===== src/rtl/ph_reg3_fifo.sv =====
// ----------------------------------------------------------------------------
// ph_reg3_fifo
//
// Host-side register-3 FIFO between a parasite writer and a host reader.
// Two 8-bit entries (slot0 is the head, slot1 behind it) and a 2-bit
// occupancy count in 0..2. The usable depth is 1 or 2 entries, selected by
// two_byte_mode. Both status flags report "count has reached the selected
// depth": the parasite sees that as full, the host sees it as data ready.
//
// Optional feature macro: PH_REG3_OVERRUN_FLAG_EN
//   When defined, the h_overrun port exists and is a sticky flag set by any
//   parasite write that arrives while p_full is high. It is cleared only by
//   reset or h_flush. When undefined, the port and its logic are absent and
//   such writes are dropped silently.
//
// Ports
//   h_phi2           in   sole clock, all state updates on the rising edge
//   h_rst_b          in   asynchronous active-low reset
//   p_data[7:0]      in   parasite write data
//   p_wr             in   one-cycle parasite write strobe (synchronous to h_phi2)
//   h_rd             in   host read/not-write, high means read
//   h_selectData     in   host register-3 data select
//   two_byte_mode    in   1 = two-entry depth, 0 = one-entry depth
//   h_flush          in   synchronous clear (count and overrun only)
//   h_data[7:0]      out  head-of-FIFO byte (slot0 register)
//   h_data_available out  count has reached the selected depth
//   h_overrun        out  sticky overrun flag (only with the macro defined)
//   p_full           out  parasite must not write
// ----------------------------------------------------------------------------
module ph_reg3_fifo (
    input  logic       h_phi2,
    input  logic       h_rst_b,
    input  logic [7:0] p_data,
    input  logic       p_wr,
    input  logic       h_rd,
    input  logic       h_selectData,
    input  logic       two_byte_mode,
    input  logic       h_flush,
    output logic [7:0] h_data,
    output logic       h_data_available,
`ifdef PH_REG3_OVERRUN_FLAG_EN
    output logic       h_overrun,
`endif
    output logic       p_full
);

    // Value both slots take out of reset; the host reads it as 'A'.
    localparam logic [7:0] RESET_BYTE = 8'h41;

    // ------------------------------------------------------------------
    // State
    // ------------------------------------------------------------------
    logic [1:0] count_r;
    logic [7:0] slot0_r;
    logic [7:0] slot1_r;

    // ------------------------------------------------------------------
    // Decoded controls and next-state values
    // ------------------------------------------------------------------
    logic [1:0] limit_s;
    logic       full_s;
    logic       wr_accept_s;
    logic       pop_s;
    logic [1:0] count_nxt_s;
    logic [7:0] slot0_nxt_s;
    logic [7:0] slot1_nxt_s;

`ifdef PH_REG3_OVERRUN_FLAG_EN
    logic       overrun_r;
    logic       overrun_nxt_s;
    logic       wr_drop_s;
`endif

    // Selected depth: one or two entries.
    always_comb begin
        if (two_byte_mode) begin
            limit_s = 2'd2;
        end else begin
            limit_s = 2'd1;
        end
    end

    // Occupancy flag plus the accepted-write and pop qualifiers.
    // Full is derived only from registered count and the live mode input,
    // so a mode drop with two bytes stored keeps the flags asserted.
    always_comb begin
        full_s      = (count_r >= limit_s);
        wr_accept_s = p_wr & ~full_s;
        pop_s       = h_selectData & h_rd & (count_r != 2'd0);
    end

    // Next storage and count. A pop shifts slot1 into slot0; a write lands
    // at index count, or at count-1 when it coincides with a pop (the shift
    // happens first). Flush only zeroes the count, so the slots keep their
    // old contents and h_data does not change on a flush.
    always_comb begin
        count_nxt_s = count_r;
        slot0_nxt_s = slot0_r;
        slot1_nxt_s = slot1_r;
        if (h_flush) begin
            count_nxt_s = 2'd0;
        end else begin
            case ({wr_accept_s, pop_s})
                2'b10: begin
                    case (count_r)
                        2'd0:    slot0_nxt_s = p_data;
                        2'd1:    slot1_nxt_s = p_data;
                        default: slot1_nxt_s = slot1_r;
                    endcase
                    count_nxt_s = count_r + 2'd1;
                end
                2'b01: begin
                    slot0_nxt_s = slot1_r;
                    count_nxt_s = count_r - 2'd1;
                end
                2'b11: begin
                    // Count is unchanged; the new byte fills the slot the
                    // shift just vacated.
                    case (count_r)
                        2'd2: begin
                            slot0_nxt_s = slot1_r;
                            slot1_nxt_s = p_data;
                        end
                        default: slot0_nxt_s = p_data;
                    endcase
                end
                default: begin
                    count_nxt_s = count_r;
                end
            endcase
        end
    end

    // Storage and count registers; reset aborts any in-flight operation.
    always_ff @(posedge h_phi2 or negedge h_rst_b) begin
        if (!h_rst_b) begin
            count_r <= 2'd0;
            slot0_r <= RESET_BYTE;
            slot1_r <= RESET_BYTE;
        end else begin
            count_r <= count_nxt_s;
            slot0_r <= slot0_nxt_s;
            slot1_r <= slot1_nxt_s;
        end
    end

`ifdef PH_REG3_OVERRUN_FLAG_EN
    // Sticky overrun: set by a write arriving while full, flush wins.
    always_comb begin
        wr_drop_s = p_wr & full_s;
        if (h_flush) begin
            overrun_nxt_s = 1'b0;
        end else if (wr_drop_s) begin
            overrun_nxt_s = 1'b1;
        end else begin
            overrun_nxt_s = overrun_r;
        end
    end

    // Overrun flag register.
    always_ff @(posedge h_phi2 or negedge h_rst_b) begin
        if (!h_rst_b) begin
            overrun_r <= 1'b0;
        end else begin
            overrun_r <= overrun_nxt_s;
        end
    end

    assign h_overrun = overrun_r;
`endif

    // Output drive: head byte straight from its register, flags from count.
    assign h_data           = slot0_r;
    assign h_data_available = full_s;
    assign p_full           = full_s;

endmodule


===== config.mk =====
export PLATFORM = sky130hd
export DESIGN_NAME = ph_reg3_fifo
export DESIGN_NICKNAME = d
export VERILOG_FILES = /design/src/rtl/ph_reg3_fifo.sv
export SDC_FILE = /design/constraint.sdc
export NUM_CORES = 1
export LEC_CHECK = 0
export ABC_AREA = 1
export CAP_MARGIN = 0
export CORE_ASPECT_RATIO = 0.9
export CORE_MARGIN = 1
export CORE_UTILIZATION = 55
export CTS_CLUSTER_DIAMETER = 200
export DETAILED_ROUTE_END_ITERATION = 10
export DONT_BUFFER_PORTS = 1
export GPL_TIMING_DRIVEN = 0
export HOLD_SLACK_MARGIN = 0.12
export PLACE_DENSITY_LB_ADDON = 0.1
export SKIP_CTS_REPAIR_TIMING = 1
export SYNTH_ARGS = -nofsm -noshare
export SYNTH_HDL_FRONTEND = slang
export SYNTH_SLANG_ARGS = --single-unit

===== constraint.sdc =====
create_clock -name h_phi2 -period 1.8 [get_ports h_phi2]
set_clock_uncertainty 0.15 [all_clocks]
set_input_delay 0.36 -clock h_phi2 [delete_from_list [all_inputs] [get_ports h_phi2]]
set_output_delay 0.36 -clock h_phi2 [all_outputs]
set_load 0.05 [all_outputs]

==> run_results.csv <==
group,metric,value,unit
outcome,status,"complete, but fails checks",
outcome,violations,"negative setup slack",
critical_path,worstRegToRegCells,10,
logic_synthesis,syn_area_per_cell,7.54,µm²
logic_synthesis,synth_ff_type,"dfrtp_1",
clocking,cts.clk_slew.worst_paths,0.11,ns
logic_synthesis,netlist_area,1240,µm²
drt,drt_iter0_markers,62,
logic_synthesis,syn_nets,184,
final_layout,final_util,88.8,%
critical_path,crit_path_max_fanout,4,
clocking,numCtsBuffers,3,
pwr,leakage,0.854,nW
clocking,clock_sink_count,18,
placement,gp_congestion,0.837,
min_path,hp-start,"p_data[1]",
critical_path,cp-end-kind,"primary output",
placement,dpl-instance-area,1310,µm²
global_routing,gr-total-overflow,0,
clocking,cts-root-buf,"clkbuf_4",
floorplan,core,2010,µm²
critical_path,crit_chain,"inv_2 -> ha_4 -> nand2_4 -> nand3_4 -> buf_8",
critical_path,slowest_delay,0.42,ns
timing,post-route-period-util,117,%
final_layout,stdcell_area,1780,µm²
final_layout,nNetsFinal,217,
logic_synthesis,synth_commonest_cells,"63 x nand2_1, 29 x nand3_1, 16 x inv_1",
global_routing,grt_util_met1,34.2,%
critical_path,r2r_end,"slot1_r[4]",
timing,period_minus_slack,2.11,ns
timing,hold_viol,0,
drt,routed_via_density,5.88,
placement,place_hpwl,2.17,mm
global_routing,grt_pass1_vias,1055,
floorplan,io_pins,25,
critical_path,critical_path_depth,5,
logic_synthesis,netlist_instances,164,
global_routing,grt_busiest_layer,"met2",
critical_path,critPathArrivalTime,1.60,ns
floorplan,die-area,2440,µm²
placement,io_buffers,0,
critical_path,crit_type,"register to primary output",
critical_path,critPathSlowestCell,"dfrtp_1",
floorplan,rows,15,
clocking,htree_levels,1,
global_routing,met3_usage,6.15,%
pwr,power_density,1520,nW/µm²
timing,achievable-frequency,474,MHz
min_path,min_to,"h_data[1]",
final_layout,fill_cells,93,
min_path,hp-class,"input pin to register",
critical_path,worstReg2RegStart,"count_r[0]",
global_routing,grt_max_degree,19,
global_routing,grt_util_all_layers,26.8,%
critical_path,crit_required,1.29,ns
drt,drc,0,
job,maxCapViolCount,0,
timing,setup_ws,-0.311,ns
floorplan,die_h,47.0,µm
timing,relSlewSlack,41.3,%
drt,routed_wl,3.93,mm
critical_path,cp-start-kind,"register",
logic_synthesis,yosysMostFrequentCell,"nand2_1",
critical_path,crit_family,"flip-flops",
final_layout,n_antenna_cell,0,
drt,vias,1300,
global_routing,grt_pass1_wl,4.66,mm
logic_synthesis,async_flop_share,100,%
clocking,cts.path.max_buffers,2,
logic_synthesis,synth_edf_count,0,
drt,antenna_left,0,
timing,worst_slew_pin_slew,0.877,ns
logic_synthesis,netlist.area_leader.share,28.3,%
logic_synthesis,synthTopCellsByArea,"dfrtp_1 28%, nand2_1 19%, nand3_1 12%",
floorplan,die_x,52.0,µm
drt,drtPass1Iterations,5,
min_path,whs_path_depth,4,
global_routing,met2_usage,46.4,%
timing,drv_slew,0,
final_layout,drive_above_1_share,39.8,%
logic_synthesis,synth_top_cell_by_area,"dfrtp_1",
timing,final-setup-viol-count,20,
global_routing,antenna_found_initial,0,
logic_synthesis,ys_seq_area_share,36.8,%
critical_path,crit_buf_inv,2,
clocking,cts_tree,"yes",
logic_synthesis,synth_warnings,0,
pwr,max-vdd-ir-drop,0.00116,V
critical_path,crit_start,"count_r[0]",
critical_path,ff2ff_setup_slack,-0.24,ns
logic_synthesis,synth_seq_cells,18,
clocking,clkLatencyLatePin,0.30,ns
drt,wl_per_cell,17.8,µm
floorplan,start_util,61.6,%
final_layout,area_growth,44.3,%
logic_synthesis,ys_types,22,
timing,rsz0062_at_grt,"true",
report_power, final:
| group | internal [mW] | switching, mW | leakage [nW] |
|---|---|---|---|
| Combinational | 0.572 | 0.795 | 0.615 |
| Sequential | 0.620 | 0.457 | 0.218 |
| Clock | 0.123 | 0.137 | 0.0210 |
| Total | 1.32 | 1.39 | 0.854 |
layout make-up:
cell class                      instances  area [µm²]  share of cell area (%)
Buffer                                  5        57.6                    3.23
Clock buffer                            4        36.3                    2.03
Inverter                               18        78.8                    4.42
Multi-Input combinational cell        124         851                    47.7
Sequential cell                        18         455                    25.5
Tap cell                               25        31.3                    1.75
Timing Repair Buffer                   27         274                    15.4
routing by layer:
| metal | wire length [µm] | vias to the layer above |
|---|---|---|
| li1 | - | 603 |
| met1 | 1550 | 622 |
| met2 | 2010 | 63 |
| met3 | 264 | 12 |
| met4 | 105 | 0 |
| met5 | 0 | - |
placed cells by master (no fill, tap or decap), types with 2 or more instances in the layout:
master,instances
inv_1,14
o21ai_2,6
buf_4,11
nand3_2,13
dlygate4sd3_1,9
nand2_1,55
nand3_1,15
nand4_1,2
dfrtp_1,14
nand2_2,5
o21ai_0,8
ha_4,2
clkbuf_4,3
ha_2,2
buf_8,2
nand3_4,3
nand2_4,7
buf_6,7
dfstp_2,4
registers in the layout, summed over array words and instances (netlist names):
name	flops
count_r	2
h_data	8
slot1_r	8
stage by stage:
step	TNS (ns)	cells	hold slack, ns	setup slack, ns	power [mW]
final	-3.46	221	0.120	-0.311	2.70
after global routing	-4.45	221	0.139	-0.352	2.84
after CTS	-3.23	193	-0.421	-0.361	2.26
after detailed placement	-2.38	189	-0.0851	-0.234	2.00
after global placement	-1.61	189	-0.0851	-0.178	1.94
after floorplan	-0.406	164	-0.0856	-0.0689	1.82
how the worst max path moves through the flow:
stage	end	slack, ns
after global routing	p_full	-0.35
after floorplan	slot1_r[4]	-0.07
after CTS	p_full	-0.36
final	p_full	-0.31
after global placement	slot1_r[4]	-0.18
after detailed placement	slot1_r[4]	-0.23
worst min-delay path, cell delays in order:
cell and delay (ns):
nand2_1 0.04, nand3_2 0.05, nand2_1 0.05, nand2_1 0.05
cells by family after synthesis:
kind of cell               Yosys count  synth area share (%)
and+or+nand+nor                    104                  41.7
buffers and inverters               23                  8.91
DFF                                 18                  36.8
AOI/OAI and AO/OA                   14                  7.49
adders and majority gates            5                  5.06
Power figures use the tool's default switching activity.
